**config.mk**
```make
export PLATFORM = sky130hd
export DESIGN_NAME = io_read_port_buffer
export DESIGN_NICKNAME = d
export VERILOG_FILES = /design/src/rtl/io_read_port_buffer.sv
export SDC_FILE = /design/constraint.sdc
export NUM_CORES = 1
export LEC_CHECK = 0
export ABC_AREA = 1
export CAP_MARGIN = 20
export CORE_UTILIZATION = 45
export CTS_CLUSTER_SIZE = 12
export DETAILED_ROUTE_END_ITERATION = 10
export PLACE_DENSITY = 0.66
export REMOVE_ABC_BUFFERS = 1
export SETUP_SLACK_MARGIN = 0.15
export SLEW_MARGIN = 30
export SYNTH_ARGS = -nofsm -noshare
export SYNTH_HDL_FRONTEND = slang
export SYNTH_SLANG_ARGS = --single-unit
export TNS_END_PERCENT = 1
```
**constraint.sdc**
```tcl
create_clock -name clock -period 3.5 [get_ports clock]
set_input_delay 0.7 -clock clock [delete_from_list [all_inputs] [get_ports clock]]
set_output_delay 0.7 -clock clock [all_outputs]
set_load 0.005 [all_outputs]
```
**src/rtl/io_read_port_buffer.sv**
```systemverilog
// Per-port receive buffer between an external producer and the datapath
// read mux. Words arrive over valid/ready, sit in a small circular FIFO,
// and are popped into a registered read_data when predication issues a
// gated io_rden. The status flags are decoded only from the registered
// count, so predication never sees a combinational path from its own
// read enable or from the producer.
module io_read_port_buffer #(
   parameter int WORD_WIDTH  = 36,
   parameter int DEPTH       = 4,
   parameter int DEPTH_WIDTH = 2
) (
   input  logic                   clock,
   input  logic                   reset_n,
   input  logic [WORD_WIDTH-1:0]  in_data,
   input  logic                   in_valid,
   output logic                   in_ready,
   input  logic                   io_rden,
   output logic                   read_EF,
   output logic [WORD_WIDTH-1:0]  read_data,
   output logic [DEPTH_WIDTH:0]   occupancy,
   output logic                   underflow
);

   // Count value meaning "every slot holds a word".
   localparam logic [DEPTH_WIDTH:0] FullCount = (DEPTH_WIDTH + 1)'(DEPTH);

   logic [WORD_WIDTH-1:0]  mem_q [DEPTH];
   logic [DEPTH_WIDTH-1:0] wptr_q, wptr_d;
   logic [DEPTH_WIDTH-1:0] rptr_q, rptr_d;
   logic [DEPTH_WIDTH:0]   count_q, count_d;
   logic [WORD_WIDTH-1:0]  read_data_q, read_data_d;
   logic                   underflow_q, underflow_d;
   logic                   push;
   logic                   pop;

   // The count carries one extra bit so a full buffer and an empty one
   // never alias, which keeps both flags single compares.
   assign in_ready  = (count_q != FullCount);
   assign read_EF   = (count_q != '0);
   assign push      = in_valid & in_ready;
   assign pop       = io_rden & read_EF;
   assign read_data = read_data_q;
   assign occupancy = count_q;
   assign underflow = underflow_q;

   // Next-state for pointers, count, output word and the sticky error.
   always_comb begin
      wptr_d      = wptr_q;
      rptr_d      = rptr_q;
      count_d     = count_q;
      read_data_d = read_data_q;
      underflow_d = underflow_q;

      if (push) begin
         wptr_d = wptr_q + 1'b1;
      end

      if (pop) begin
         rptr_d      = rptr_q + 1'b1;
         read_data_d = mem_q[rptr_q];
      end

      case ({push, pop})
         2'b10:   count_d = count_q + 1'b1;
         2'b01:   count_d = count_q - 1'b1;
         default: count_d = count_q;
      endcase

      if (io_rden && !read_EF) begin
         underflow_d = 1'b1;
      end
   end

   // Control state; everything a consumer can observe clears on reset.
   always_ff @(posedge clock or negedge reset_n) begin
      if (!reset_n) begin
         wptr_q      <= '0;
         rptr_q      <= '0;
         count_q     <= '0;
         read_data_q <= '0;
         underflow_q <= 1'b0;
      end else begin
         wptr_q      <= wptr_d;
         rptr_q      <= rptr_d;
         count_q     <= count_d;
         read_data_q <= read_data_d;
         underflow_q <= underflow_d;
      end
   end

   // Storage array; stale contents are unreachable after reset because
   // the pointers and count are cleared, so it carries no reset.
   always_ff @(posedge clock) begin
      if (push) begin
         mem_q[wptr_q] <= in_data;
      end
   end

endmodule

```
Word-level counts from Yosys, hierarchy flattened
Memories as Yosys holds them, arrays and structs flattened. A register that Yosys moved wholly into a read port is not among the register bits. Index checks and enable logic that the tools add are counted.

Bits in registers: 8. Memories: 1. Memory bits (writable): 144.

Memories: mem_q (depth 4, bits a word 36, rd ports 1, clocked after Yosys merged registers in 1, write ports 1, line 27) `logic [WORD_WIDTH-1:0] mem_q [DEPTH];`.

Reductions and logical operators: 5. Add/sub/neg operators: 4. Equal/unequal tests: 3. Bitwise logic cells: 2. Mux-type cells: 3.

Operators by type and width (number): case mux 3 bit (2 select lines) (1); adder 2 x 1 -> 2 bit, second input constant (2); adder 3 x 1 -> 3 bit, second input constant (1); inequality test 3 bit, second input constant (1); nonzero test 3 bit (1); subtractor 3 x 1 -> 3 bit, second input constant (1); bitwise AND 1 bit (2); equality test 2 x 1 -> 1 bit, second input constant (1); equality test 2 bit, second input constant (1); zero test 1 bit (2); 2-to-1 mux 1 bit (2); nonzero test 2 bit (1); logical AND 1 bit (1).

Longest topological paths before layout
Word-level depth: 4. Gate-level depth with buffers: 12.

Worst setup path before layout
No wires, ideal clock.

Kind: input -> register. Start point: input in_valid. End point: memory mem_q[0][0] (enable). Slack: 0.745 ns. Cell stages on the path: 2. Arrival: 2.326 ns. Required time: 3.071 ns. Path buffers: 0. Cell sequence: nand2_2 nor2_1.

Longest elaborated chain between the ends: 3.

RTL lines: start, declared (line 15) `input logic in_valid,`; bitwise AND 1 bit (line 40) `assign push = in_valid & in_ready;`; 2-to-1 mux 1 bit (line 94) `if (push) begin`; 2-to-1 mux 1 bit (not written as such) (line 95) `mem_q[wptr_q] <= in_data;`; end, declared (line 27).

No other way between the ends.

Final worst setup path
Start point: register count_q[1], in the netlist occupancy[1]. End point: output in_ready.

Longest elaborated chain between the ends: 1.

RTL lines: start, declared (line 30) `logic [DEPTH_WIDTH:0] count_q, count_d;`; start signal, assigned (line 85) `count_q <= count_d;`; inequality test 3 bit (line 38) `assign in_ready = (count_q != FullCount);`; end, declared (line 16) `output logic in_ready,`.

No other way between the ends.

==> flow_results.xml <==
<?xml version="1.0" encoding="UTF-8"?>
<metrics>
  <group name="floorplan">
    <metric name="die_area" unit="sq um">18110</metric>
    <metric name="floorplan.rows" unit="">48</metric>
    <metric name="dieWidth" unit="um">134.6</metric>
    <metric name="effective_utilization_at_floorplan" unit="%">45.89</metric>
    <metric name="die_y" unit="um">134.6</metric>
    <metric name="ios" unit="">82</metric>
    <metric name="floorplan.core_area" unit="sq um">17240</metric>
  </group>
  <group name="critical_path">
    <metric name="path_cells" unit="">nor2_4, nand2_1, clkdlybuf4s50_1</metric>
    <metric name="startpoint" unit="">occupancy[1]</metric>
    <metric name="timing.critical_path.slowest_stage_cell" unit="">sky130_fd_sc_hd__clkdlybuf4s50_1</metric>
    <metric name="slowest_delay" unit="ns">0.46</metric>
    <metric name="timing.critical_path.fanout_max" unit="">4</metric>
    <metric name="worst_r2r_startpoint" unit="">occupancy[1]</metric>
    <metric name="critical_path_class" unit="">reg -&gt; out</metric>
    <metric name="endpoint_kind" unit="">output pin</metric>
    <metric name="critical_path_arrival" unit="ns">1.62</metric>
    <metric name="cp-start-kind" unit="">register</metric>
    <metric name="critPathRequiredTime" unit="ns">2.80</metric>
  </group>
  <group name="power_and_ir_drop">
    <metric name="combinational_group_share_of_total_power" unit="%">33.6</metric>
    <metric name="net-switching-power" unit="mW">2.550</metric>
    <metric name="clock_power_share" unit="%">24.0</metric>
    <metric name="power.internal" unit="mW">5.120</metric>
    <metric name="netSwitchingFraction" unit="%">33.24</metric>
    <metric name="irDropWorstVdd" unit="V">0.0003868</metric>
    <metric name="leakage" unit="nW">4.382</metric>
    <metric name="p_per_area" unit="nW/um^2">805.9</metric>
    <metric name="power.share.sequential" unit="%">42.4</metric>
  </group>
  <group name="drt">
    <metric name="avgRoutedWirePerCell" unit="um">13.75</metric>
    <metric name="final_antenna_net_count" unit="">0</metric>
    <metric name="via_count" unit="">4953</metric>
    <metric name="drc" unit="">0</metric>
    <metric name="drtIter0Drc" unit="">280</metric>
    <metric name="vias_per_cell" unit="">4.548</metric>
    <metric name="first_pass_drt_iterations" unit="">4</metric>
    <metric name="routed_wl" unit="um">14970</metric>
  </group>
  <group name="grt">
    <metric name="grt_antenna_before_repair" unit="">0</metric>
    <metric name="grt_pass1_wl" unit="um">24520</metric>
    <metric name="grt_overflow_total" unit="">0</metric>
    <metric name="first_global_vias" unit="">4832</metric>
    <metric name="grt_start_max_net_pins" unit="">74</metric>
    <metric name="global_route.usage.total" unit="%">17.97</metric>
  </group>
  <group name="placed_design">
    <metric name="dpl.hpwl" unit="um">8950</metric>
    <metric name="dp_cells" unit="">1057</metric>
    <metric name="globalplace.congestion" unit="">0.6961</metric>
    <metric name="io_buffer_count" unit="">81</metric>
  </group>
  <group name="cells_and_area">
    <metric name="num_antenna_cells" unit="">0</metric>
    <metric name="layout.cells.non_filler" unit="">1089</metric>
    <metric name="nNetsFinal" unit="">897</metric>
    <metric name="final_common_cell" unit="">sky130_fd_sc_hd__nand2_1</metric>
    <metric name="layout-area-overhead-vs-synth" unit="%">20.33</metric>
    <metric name="final_cell_mix" unit="">285 x sky130_fd_sc_hd__nand2_1, 156 x sky130_fd_sc_hd__inv_1, 144 x sky130_fd_sc_hd__edfxtp_1</metric>
    <metric name="drive_above_1_share" unit="%">7.870</metric>
  </group>
  <group name="sta">
    <metric name="final-setup-viol-count" unit="">0</metric>
    <metric name="final_hold_viol_count" unit="">0</metric>
    <metric name="setup-tns-final" unit="ns">0</metric>
    <metric name="tightest_slew" unit="ns">0.8033</metric>
    <metric name="relSlewSlack" unit="%">46.45</metric>
    <metric name="timing.clock.skew" unit="ns">0.007152</metric>
    <metric name="finalCritPeriodShare" unit="%">66.18</metric>
    <metric name="achievable-frequency" unit="GHz">0.4317</metric>
    <metric name="final.min_clock_period" unit="ns">2.316</metric>
    <metric name="final_max_slew_viol_count" unit="">0</metric>
    <metric name="rsz0062_at_grt" unit="">no</metric>
  </group>
  <group name="yosys">
    <metric name="synth_cells" unit="">767</metric>
    <metric name="yosysTopAreaCellShare" unit="%">54.67</metric>
    <metric name="synth.ff_latch_count" unit="">188</metric>
    <metric name="post_synth_main_area_contributors" unit="">sky130_fd_sc_hd__edfxtp_1 55%, sky130_fd_sc_hd__dfrtp_1 14%, sky130_fd_sc_hd__nand2_1 14%, sky130_fd_sc_hd__inv_1 7.4%, sky130_fd_sc_hd__nand3_1 4.7%</metric>
    <metric name="synthesis.yosys.warnings" unit="">0</metric>
    <metric name="netlist.top_cell.by_area" unit="">sky130_fd_sc_hd__edfxtp_1</metric>
    <metric name="yosysSeqAreaShare" unit="%">68.59</metric>
    <metric name="syn_area" unit="sq um">7910</metric>
    <metric name="post_synth.cell_area_avg" unit="sq um">10.31</metric>
    <metric name="post_synth_num_cell_types" unit="">23</metric>
  </group>
  <group name="cts">
    <metric name="ctsHtreeMaxLevel" unit="">4</metric>
    <metric name="post_cts.resized_instances" unit="">0</metric>
    <metric name="clock-root-buffer" unit="">sky130_fd_sc_hd__clkbuf_16</metric>
    <metric name="cts_made_buffers" unit="">17</metric>
    <metric name="clkLatencyLatePin" unit="ns">0.42</metric>
    <metric name="cts_tree" unit="">yes</metric>
    <metric name="cts_num_sinks" unit="">188</metric>
    <metric name="max-clock-path-buffers" unit="">2</metric>
    <metric name="clkTransAtPathRegs" unit="ns">0.07</metric>
    <metric name="cts_hold_repair.buffers" unit="">0</metric>
    <metric name="post_cts_repair_timing_setup_buffer_count" unit="">0</metric>
  </group>
  <group name="worst_hold_path">
    <metric name="worst_hold_path_type" unit="">in -&gt; async</metric>
  </group>
  <group name="status">
    <metric name="outcome" unit="">complete, no violations</metric>
  </group>
  <group name="flow_run">
    <metric name="maxCapViolCount" unit="">0</metric>
  </group>
</metrics>
[logic make-up after synthesis]
family | count (synthesis) | synth area share [%]
flip-flops | 188 | 68.59
AO/OA/AOI/OAI | 3 | 0.2373
XOR/XNOR | 5 | 0.5537
AND/OR/NAND/NOR | 377 | 19.69
buffers and inverters | 188 | 9.886
adder cells (fa/ha/maj) | 6 | 1.044
[registers in the layout, indices dropped and copies added (netlist names)]
| register | cells |
|---|---|
| mem_q | 144 |
| read_data | 36 |
| occupancy | 3 |
| rptr_q | 2 |
| wptr_q | 2 |
| underflow | 1 |
[through the flow]
step           instance area [sq um]  utilization (%)  worst slack (ns)  hold WS, ns  total power [mW]
6_report                        9518            55.22             1.184       0.2381             7.670
5_1_grt                         9518            55.22             1.090       0.2492             8.243
4_1_cts                         9518            55.22             1.143       0.2402             7.784
3_5_place_dp                    8945            51.89            0.8241       0.4622             5.923
3_3_place_gp                    8945            51.89            0.8589       0.4599             5.870
2_1_floorplan                   7727                -            0.7449       0.4044             4.764
[synth_stat cells]
| cell type | count |
|---|---|
| sky130_fd_sc_hd__inv_1 | 156 |
| sky130_fd_sc_hd__nand2_2 | 11 |
| sky130_fd_sc_hd__inv_4 | 1 |
| sky130_fd_sc_hd__nand2_4 | 2 |
| sky130_fd_sc_hd__nand3_1 | 74 |
| sky130_fd_sc_hd__inv_2 | 2 |
| sky130_fd_sc_hd__nand2_1 | 285 |
| sky130_fd_sc_hd__a31o_2 | 1 |
| sky130_fd_sc_hd__nor2_4 | 1 |
| sky130_fd_sc_hd__xor2_1 | 3 |
| sky130_fd_sc_hd__buf_12 | 1 |
| sky130_fd_sc_hd__o21ai_0 | 2 |
| sky130_fd_sc_hd__clkbuf_1 | 1 |
| sky130_fd_sc_hd__dfrtp_1 | 44 |
| sky130_fd_sc_hd__fa_1 | 1 |
| sky130_fd_sc_hd__nor2_1 | 4 |
| sky130_fd_sc_hd__buf_4 | 6 |
| sky130_fd_sc_hd__buf_1 | 1 |
| sky130_fd_sc_hd__buf_2 | 19 |
| sky130_fd_sc_hd__ha_1 | 5 |
| sky130_fd_sc_hd__xnor2_1 | 2 |
| sky130_fd_sc_hd__buf_8 | 1 |
| sky130_fd_sc_hd__edfxtp_1 | 144 |
[critical path: cells and delay by family (launching register included)]
family | cells | cell delay (ns)
flops | 1 | 0.43
buf+inv | 1 | 0.46
simple gates | 2 | 0.30
[power by group through the flow]
stage | clock network [mW] | logic [mW] | registers (mW)
finish | 1.84 | 2.57 | 3.25
CTS | 1.89 | 2.64 | 3.26
detailed placement | 0 | 2.63 | 3.30
floorplan | 0 | 1.34 | 3.42
global placement | 0 | 2.59 | 3.28
global route | 1.99 | 2.95 | 3.31
[metal layers]
| layer | global-route usage, % | part of all wire (%) | vias up |
|---|---|---|---|
| li1 | - | - | 2531 |
| met1 | 22.97 | 46 | 2325 |
| met2 | 30.83 | 49 | 88 |
| met3 | 3.941 | 3.6 | 9 |
| met4 | 5.056 | 0.86 | 0 |
| met5 | 0 | 0 | - |
[area by class of cell]
type / instances / area [sq um]
Tap cell: 225 / 281.5
Fill cell: 1454 / 7719
Timing Repair Buffer: 94 / 903.4
Clock buffer: 22 / 484.2
Multi-Input combinational cell: 391 / 1733
Inverter: 159 / 599.3
Clock inverter: 10 / 88.84
Sequential cell: 188 / 5428
[path summary, 6_finish.rpt]
path                                endpoint  slack, ns  depth (start not counted)
worst max-delay path                in_ready       1.18                          3
worst min-delay path            read_data[5]       0.24                          1
worst max register to register  occupancy[2]       1.42                          9
worst min register to register     underflow       0.47                          1
max in group asynchronous          rptr_q[1]       2.49                          2
min in group clock                 underflow       0.47                          1
No activity file was read; power rests on OpenSTA's default activity.
